[src/rtl/bus_data_interface_n.sv]
// Four-phase handshake bus driver: captures one channel word, then runs setup/drive/hold/done on an active-low bus.
// Optional active-low odd-parity output is enabled by defining BDI_PARITY_EN.
module bus_data_interface_n #(
    parameter int unsigned WIDTH     = 12,
    parameter int unsigned CHANNELS  = 2,
    parameter int unsigned SETUP_CYC = 2,
    parameter int unsigned DRIVE_CYC = 4,
    parameter int unsigned HOLD_CYC  = 1,
    localparam int unsigned CSW      = (CHANNELS > 1) ? $clog2(CHANNELS) : 1
) (
    input  logic                      clk,
    input  logic                      rst_n,
    input  logic                      req,
    input  logic [CSW-1:0]            chan_sel,
    input  logic [CHANNELS*WIDTH-1:0] data_in,
    output logic [WIDTH-1:0]          bus_l,
    output logic                      strobe,
    output logic                      busy,
    output logic                      ack
`ifdef BDI_PARITY_EN
    ,
    output logic                      parity_l
`endif
);

    typedef enum logic [2:0] {IDLE, SETUP, DRIVE, HOLD, DONE} state_t;

    // Counter reload values: each timed state lasts (load + 1) cycles.
    localparam logic [7:0] SETUP_LD = (SETUP_CYC > 0) ? 8'(SETUP_CYC - 1) : 8'd0;
    localparam logic [7:0] DRIVE_LD = (DRIVE_CYC > 0) ? 8'(DRIVE_CYC - 1) : 8'd0;
    localparam logic [7:0] HOLD_LD  = (HOLD_CYC > 0)  ? 8'(HOLD_CYC - 1)  : 8'd0;

    state_t           state;
    logic [7:0]       cnt;
    logic [WIDTH-1:0] word;
    logic [WIDTH-1:0] sel_word;

    // Out-of-range channel indices fall through to all-zeros.
    always_comb begin
        sel_word = '0;
        for (int unsigned c = 0; c < CHANNELS; c++) begin
            if (chan_sel == CSW'(c))
                sel_word = data_in[c*WIDTH +: WIDTH];
        end
    end

    always_ff @(posedge clk or negedge rst_n) begin
        if (!rst_n) begin
            state  <= IDLE;
            cnt    <= '0;
            word   <= '0;
            bus_l  <= '1;
            strobe <= 1'b0;
            busy   <= 1'b0;
            ack    <= 1'b0;
`ifdef BDI_PARITY_EN
            parity_l <= 1'b1;
`endif
        end else begin
            case (state)
                IDLE: begin
                    if (req) begin
                        word <= sel_word;
                        busy <= 1'b1;
                        if (SETUP_CYC != 0) begin
                            state <= SETUP;
                            cnt   <= SETUP_LD;
                        end else begin
                            state  <= DRIVE;
                            cnt    <= DRIVE_LD;
                            bus_l  <= ~sel_word;
                            strobe <= 1'b1;
`ifdef BDI_PARITY_EN
                            parity_l <= ~(^sel_word);
`endif
                        end
                    end
                end
                SETUP: begin
                    if (cnt != 8'd0) begin
                        cnt <= cnt - 8'd1;
                    end else begin
                        state  <= DRIVE;
                        cnt    <= DRIVE_LD;
                        bus_l  <= ~word;
                        strobe <= 1'b1;
`ifdef BDI_PARITY_EN
                        parity_l <= ~(^word);
`endif
                    end
                end
                DRIVE: begin
                    if (cnt != 8'd0) begin
                        cnt <= cnt - 8'd1;
                    end else begin
                        strobe <= 1'b0;
                        if (HOLD_CYC != 0) begin
                            state <= HOLD;
                            cnt   <= HOLD_LD;
                        end else begin
                            state <= DONE;
                            cnt   <= '0;
                            bus_l <= '1;
                            ack   <= 1'b1;
`ifdef BDI_PARITY_EN
                            parity_l <= 1'b1;
`endif
                        end
                    end
                end
                HOLD: begin
                    if (cnt != 8'd0) begin
                        cnt <= cnt - 8'd1;
                    end else begin
                        state <= DONE;
                        bus_l <= '1;
                        ack   <= 1'b1;
`ifdef BDI_PARITY_EN
                        parity_l <= 1'b1;
`endif
                    end
                end
                DONE: begin
                    if (!req) begin
                        state <= IDLE;
                        ack   <= 1'b0;
                        busy  <= 1'b0;
                    end
                end
                default: begin
                    state  <= IDLE;
                    bus_l  <= '1;
                    strobe <= 1'b0;
                    busy   <= 1'b0;
                    ack    <= 1'b0;
                end
            endcase
        end
    end

endmodule
[config.mk]
export PLATFORM = sky130hd
export DESIGN_NAME = bus_data_interface_n
export DESIGN_NICKNAME = d
export VERILOG_FILES = /design/src/rtl/bus_data_interface_n.sv
export SDC_FILE = /design/constraint.sdc
export NUM_CORES = 1
export LEC_CHECK = 0
export ABC_AREA = 0
export BUFFER_PORTS_ARGS = -buffer_cell sky130_fd_sc_hd__buf_4
export CELL_PAD_IN_SITES_DETAIL_PLACEMENT = 0
export CELL_PAD_IN_SITES_GLOBAL_PLACEMENT = 2
export CORE_MARGIN = 2
export CORE_UTILIZATION = 33
export CTS_CLUSTER_DIAMETER = 50
export CTS_CLUSTER_SIZE = 25
export DETAILED_ROUTE_END_ITERATION = 10
export PLACE_DENSITY = 0.85
export SETUP_SLACK_MARGIN = 0.2
export SLEW_MARGIN = 10
export SYNTH_ARGS = -nofsm -noshare
export SYNTH_HDL_FRONTEND = slang
export SYNTH_SLANG_ARGS = --single-unit
[constraint.sdc]
create_clock -name clk -period 2.14 [get_ports clk]
set_clock_uncertainty 0.2 [all_clocks]
set_input_delay 0.428 -clock clk [delete_from_list [all_inputs] [get_ports clk]]
set_output_delay 0.428 -clock clk [all_outputs]
set_load 0.005 [all_outputs]
==> out/qor.yml, run 1 <==
power_and_ir_drop:
  cellLeakagePower_nw: 1.12
  post-layout-total-power_mw: 3.38
  power_per_cell_area_nw_per_um2: 1340
  worst_ir_drop_vdd_uv: 644
clock_tree:
  root_buffer: "sky130_fd_sc_hd__clkbuf_8"
  h-tree-depth: 2
  cts_num_sinks: 38
  insertion_delay_ns: 0.29
  cts_made_buffers: 5
  clockBufferDepth: 2
  cts_tree: "built"
  clkSlewWorstSetupHoldPaths_ns: 0.08
grt:
  global_route_wire_length_before_repair_mm: 6.94
  first_global_vias: 1465
  gr-usage-all-layers: 0.142
  antenna_violations_before_repair: 0
  grt_start_max_net_pins: 39
  grt-ovfl-total: 0
run:
  drv_cap: 0
placement:
  hpwl_mm: 2.82
  gp_congestion: 0.805
  detailed_place.area_sq_um: 2270
  io_buffers: 42
routing:
  drt-total-wl_mm: 4.23
  routed_wire_length_per_instance_um: 13.5
  route.detailed.drc: 0
  postRouteAntennaNets: 0
  detail_route.first_pass.iterations: 4
  via_per_inst: 5.04
  dr.first_iter.drc_count: 111
  route.vias.total: 1584
setup_path:
  end_kind: "flip-flop"
  critical_path_class: "flip-flop to flip-flop"
  worst_setup_path_start_kind: "flip-flop"
  critical_path_arrival_ns: 1.93
  cp_data_required_time_ns: 2.12
  timing.critical_path.fanout_max: 6
yosys:
  yosys-top-cells-count: "sky130_fd_sc_hd__nor2_1, sky130_fd_sc_hd__dfrtp_1, sky130_fd_sc_hd__a21oi_1, sky130_fd_sc_hd__a31oi_1, sky130_fd_sc_hd__nand2_1"
  synth_area_leaders: "sky130_fd_sc_hd__dfrtp_1, sky130_fd_sc_hd__dfstp_2, sky130_fd_sc_hd__a21oi_1"
  yosysTopAreaCell: "sky130_fd_sc_hd__dfrtp_1"
  synth-seq-area-share: 0.517
  number_of_enable_flip_flop_cells_after_synthesis: 0
  yosysWarnings: 0
  postSynthNetCount: 216
  synth_flop_cell: "sky130_fd_sc_hd__dfrtp_1"
  async_reset_ff_frac: 1.00
  syn_avg_cell_area_sq_um: 10.0
  synth_most_common_cell: "sky130_fd_sc_hd__nor2_1"
  synthesis_stage_register_bit_count: 38
  netlist-cell-type-count: 41
  synth_area_sq_um: 1870
  postSynthCellCount: 186
  synthDominantCellAreaShare: 0.348
hold_path:
  timing.hold.worst.class: "flip-flop to flip-flop"
finish:
  fillerInstances: 558
  num_antenna_cells: 0
  post_route_cells_drive_above_1_share: 0.380
  layout_area_growth_over_synthesis_pct: 34.5
  stdcell_area_sq_um: 2510
  final_nets: 271
  final_core_utilization: 0.460
sta:
  setup_viol_count_final: 0
  maxClockFrequency_mhz: 511
  min_period_ns: 1.96
  unrepaired_setup_endpoints_after_global_routing: "yes"
  hold_violations: 0
  period_share: 0.914
  max-slew-margin-rel: 0.674
  worst-slew-pin-transition_ns: 0.485
  tns_ns: 0
  drv_slew: 0
die:
  floorplan.initialDensity: 0.342
  die_ar_sq_um: 6280
  die-width_um: 79.3
  dieHeight_um: 79.3
  core_box_area_sq_um: 5470
  ios: 43
  fp_rows: 27
status:
  result_of_the_run: "finished clean"
## through the flow
step,cells,hold WS (ns),worst slack [ns]
floorplan,186,-0.0676,0.319
global placement,294,0.202,0.182
detailed placement,294,0.208,0.136
CTS,305,0.219,0.208
global route,314,0.238,0.0998
finish,314,0.214,0.183
## worst max-delay path: stages (launching register included)
cell	delay (ns)
sky130_fd_sc_hd__dfrtp_2	0.44
sky130_fd_sc_hd__or4_4	0.55
sky130_fd_sc_hd__nor3_4	0.31
sky130_fd_sc_hd__nand2_1	0.09
sky130_fd_sc_hd__a32o_1	0.25
## final cells by class
class                           count  area [sq um]  share of cell area
Inverter                            4          15.0             0.00597
Timing Repair Buffer               59           475               0.189
Sequential cell                    38           967               0.385
Tap cell                           72          90.1              0.0358
Clock buffer                        7          86.3              0.0343
Clock inverter                      1          30.0              0.0119
Multi-Input combinational cell    133           851               0.338
## final timing paths
path,start,end,slack [ns],cells after the start
setup reg to reg,cnt[4],cnt[1],0.18,4
min in group asynchronous,rst_n,strobe,0.43,2
max in group asynchronous,rst_n,bus_l[10],0.93,2
setup / recovery,cnt[4],cnt[1],0.18,4
hold reg to reg,word[2],bus_l[2],0.21,1
hold / removal,word[2],bus_l[2],0.21,1
## logic make-up after synthesis
group,Yosys count,share of synthesized area
adders and majority gates,3,0.0187
AOI/OAI and AO/OA,57,0.201
and+or+nand+nor,60,0.152
muxes,12,0.0643
buffers and inverters,15,0.0422
DFF,38,0.517
xor gates and xnor gates,1,0.00469
## sequential cells by signal, indices dropped and copies added, names as in the netlist
register  count
word         12
ack           1
busy          1
strobe        1
cnt           8
state         3
bus_l        12
## power breakdown
part           switching (mW)  total (mW)  internal (mW)
clock network           0.252       0.632          0.380
logic                   0.677        1.39          0.712
registers               0.258        1.36           1.10
total                    1.19        3.38           2.19
## what timing repair did
action	CTS	global route
resized for setup	2	3
pin swaps	1	5
hold endpoints to repair	26	0
gates cloned	0	1
endpoints found under the setup margin	6	19
buffers inserted	2	8
hold buffers	1	0
## layer usage
metal  part of all wire  GRT usage  vias to the layer above
met4              0.017     0.0672                        0
met1               0.45      0.191                      765
li1                   -          -                      782
met2               0.50      0.221                       32
met3              0.033     0.0250                        5
met5                  0          0                        -
## layout by cell type (no fill, tap or decap), types with 3 or more instances in the layout
master / netlist / routed
sky130_fd_sc_hd__mux2i_1: 12 / 12
sky130_fd_sc_hd__a41oi_1: 3 / 3
sky130_fd_sc_hd__nand2_1: 13 / 13
sky130_fd_sc_hd__dfrtp_1: 26 / 25
sky130_fd_sc_hd__buf_4: 2 / 56
sky130_fd_sc_hd__a31oi_1: 13 / 13
sky130_fd_sc_hd__nor3_1: 4 / 4
sky130_fd_sc_hd__clkbuf_8: 0 / 6
sky130_fd_sc_hd__dfstp_2: 12 / 12
sky130_fd_sc_hd__a21oi_1: 25 / 24
sky130_fd_sc_hd__inv_1: 4 / 4
sky130_fd_sc_hd__nor2_1: 33 / 33
No activity file was read; power rests on OpenSTA's default activity.
==> run 2, diff against run 1 <==
CTS_BUF_LIST = sky130_fd_sc_hd__clkbuf_4 sky130_fd_sc_hd__clkbuf_8 sky130_fd_sc_hd__clkbuf_16   (was default)
==> run 2 against run 1 <==
Power is 0.53% higher. Non-clock buffer count stayed put. Sequential cell count stayed put. Cell area is 0.15% higher. Critical path depth stayed put. Sequential share of layout area is 0.057 points lower. Critical path type unchanged. Largest power group unchanged.
==> out/qor.yml, run 2 (synthesis results as in run 1) <==
status:
  result_of_the_run: "finished clean"
setup_path:
  slowest_stage: "sky130_fd_sc_hd__or4_4"
  end_kind: "flip-flop"
  worst_setup_path_start_kind: "flip-flop"
  critical_path.reg2reg.startpoint: "cnt[4]"
  critical_path_arrival_ns: 1.93  # about the same
  regToRegEndpoint: "cnt[1]"
  cp_data_required_time_ns: 2.12  # about the same
  crit_start: "cnt[4]"
  timing.critical_path.fanout_max: 6  # unchanged
  reg2reg_slack_ns: 0.18  # about the same
  crit_path_max_incr_delay_ns: 0.55  # about the same
  critical_path_class: "flip-flop to flip-flop"
  reg2reg_depth: 4  # unchanged
  critical_path.endpoint: "cnt[1]"
  sequence_of_cells_on_the_critical_path: "or4_4 > nor3_4 > nand2_1 > a32o_1"
routing:
  via_per_inst: 5.05  # +0.19%
  dr.first_iter.drc_count: 98  # -12%
  detail_route.first_pass.iterations: 5  # +1
  route.detailed.drc: 0  # unchanged
  routed_wire_length_per_instance_um: 13.5  # +0.45%
  postRouteAntennaNets: 0  # unchanged
  drt-total-wl_mm: 4.24  # +0.45%
  route.vias.total: 1587  # +0.19%
sta:
  max-slew-margin-rel: 0.676  # +0.00227
  maxClockFrequency_mhz: 511  # about the same
  tns_ns: 0  # unchanged
  setup_viol_count_final: 0  # unchanged
  unrepaired_setup_endpoints_after_global_routing: "yes"
  min_period_ns: 1.96  # -0.00120 ns
  drv_slew: 0  # unchanged
  worst-slew-pin-transition_ns: 0.482  # -0.00338 ns
  finalHoldWorstSlack_ns: 0.215  # +0.00185 ns
  hold_violations: 0  # unchanged
  period_share: 0.914  # about the same
clock_tree:
  cts_tree: "built"
  clkSlewWorstSetupHoldPaths_ns: 0.08  # about the same
  cts_num_sinks: 38  # unchanged
  h-tree-depth: 2  # unchanged
  clockBufferDepth: 2  # unchanged
  cts_made_buffers: 5  # unchanged
  root_buffer: "sky130_fd_sc_hd__clkbuf_8"
  insertion_delay_ns: 0.29  # about the same
power_and_ir_drop:
  cellLeakagePower_nw: 1.12  # +0.31%
  post-layout-total-power_mw: 3.39  # +0.53%
  power_per_cell_area_nw_per_um2: 1350  # +0.37%
  worst_ir_drop_vdd_uv: 643  # about the same
grt:
  global_route_wire_length_before_repair_mm: 6.94  # unchanged
  gr-usage-all-layers: 0.142  # unchanged
  grt_start_max_net_pins: 39  # unchanged
  first_global_vias: 1465  # unchanged
  grt-ovfl-total: 0  # unchanged
  antenna_violations_before_repair: 0  # unchanged
die:
  floorplan.initialDensity: 0.342  # unchanged
  core_box_area_sq_um: 5470  # unchanged
  fp_rows: 27  # unchanged
  ios: 43  # unchanged
  dieHeight_um: 79.3  # unchanged
  die_ar_sq_um: 6280  # unchanged
  die-width_um: 79.3  # unchanged
run:
  drv_cap: 0  # unchanged
finish:
  area.sequential_sq_um: 967  # unchanged
  fillerInstances: 560  # +0.36%
  multiInputGateArea_sq_um: 851  # unchanged
  final_nets: 271  # unchanged
  post_route_cells_drive_above_1_share: 0.384  # +0.00413
  reg.largest.list: "bus_l x12, word x12, cnt x8"
  layout_area_growth_over_synthesis_pct: 34.7
  final_cell_mix: "sky130_fd_sc_hd__buf_4, sky130_fd_sc_hd__nor2_1, sky130_fd_sc_hd__dfrtp_1"
  stdcell_area_sq_um: 2520  # +0.15%
  final_common_cell: "sky130_fd_sc_hd__buf_4"
  num_antenna_cells: 0  # unchanged
placement:
  hpwl_mm: 2.82  # unchanged
  gp_congestion: 0.805  # unchanged
  detailed_place.area_sq_um: 2270  # unchanged
  io_buffers: 42  # unchanged
hold_path:
  timing.hold.worst.class: "flip-flop to flip-flop"
-- run 2: final cells by class --
class / instances / share of cell area
Clock buffer: 7 / 0.0358
Clock inverter: 1 / 0.0119
Inverter: 4 / 0.00596
Multi-Input combinational cell: 133 / 0.338
Sequential cell: 38 / 0.384
Tap cell: 72 / 0.0358
Timing Repair Buffer: 59 / 0.189
-- run 2: worst min path at each step --
stage / to / cells past startpoint / startpoint
3_5_place_dp: bus_l[6] / 1 / word[6]
3_3_place_gp: bus_l[2] / 1 / word[2]
6_report: bus_l[9] / 1 / word[9]
4_1_cts: bus_l[6] / 1 / word[6]
2_1_floorplan: ack / 0 / rst_n
5_1_grt: bus_l[3] / 1 / word[3]
-- run 2: what timing repair did --
item,in CTS,in global routing
cloned,0,1
endpoints found under the setup margin,6,19
hold buffers,1,0
endpoints found under the hold margin,26,0
pin swaps,1,5
resized for setup,2,3
setup buffers,2,8
-- run 2: critical path: cells and delay by family, from the launching register on --
| kind | cells | cell delay (ns) |
|---|---|---|
| DFF | 1 | 0.44 |
| AOI/OAI and AO/OA | 1 | 0.25 |
| and+or+nand+nor | 3 | 0.95 |
-- run 2: layer usage --
layer | vias to the layer above | GRT usage | share of wire | wire [um]
li1 | 782 | - | - | -
met1 | 764 | 0.191 | 0.45 | 1910
met2 | 37 | 0.221 | 0.50 | 2110
met3 | 4 | 0.0250 | 0.040 | 170
met4 | 0 | 0.0672 | 0.012 | 52
met5 | - | 0 | 0 | 0
-- run 2: where the power goes --
group          internal (mW)  switching (mW)
clock                  0.393           0.255
combinational          0.712           0.678
sequential              1.10           0.259
-- run 2: through the flow --
stage | utilization | std cells | setup slack, ns
2_1_floorplan | - | 186 | 0.319
3_5_place_dp | 0.414 | 294 | 0.136
4_1_cts | 0.443 | 305 | 0.208
6_report | 0.460 | 314 | 0.184
3_3_place_gp | 0.414 | 294 | 0.182
5_1_grt | 0.460 | 314 | 0.0998
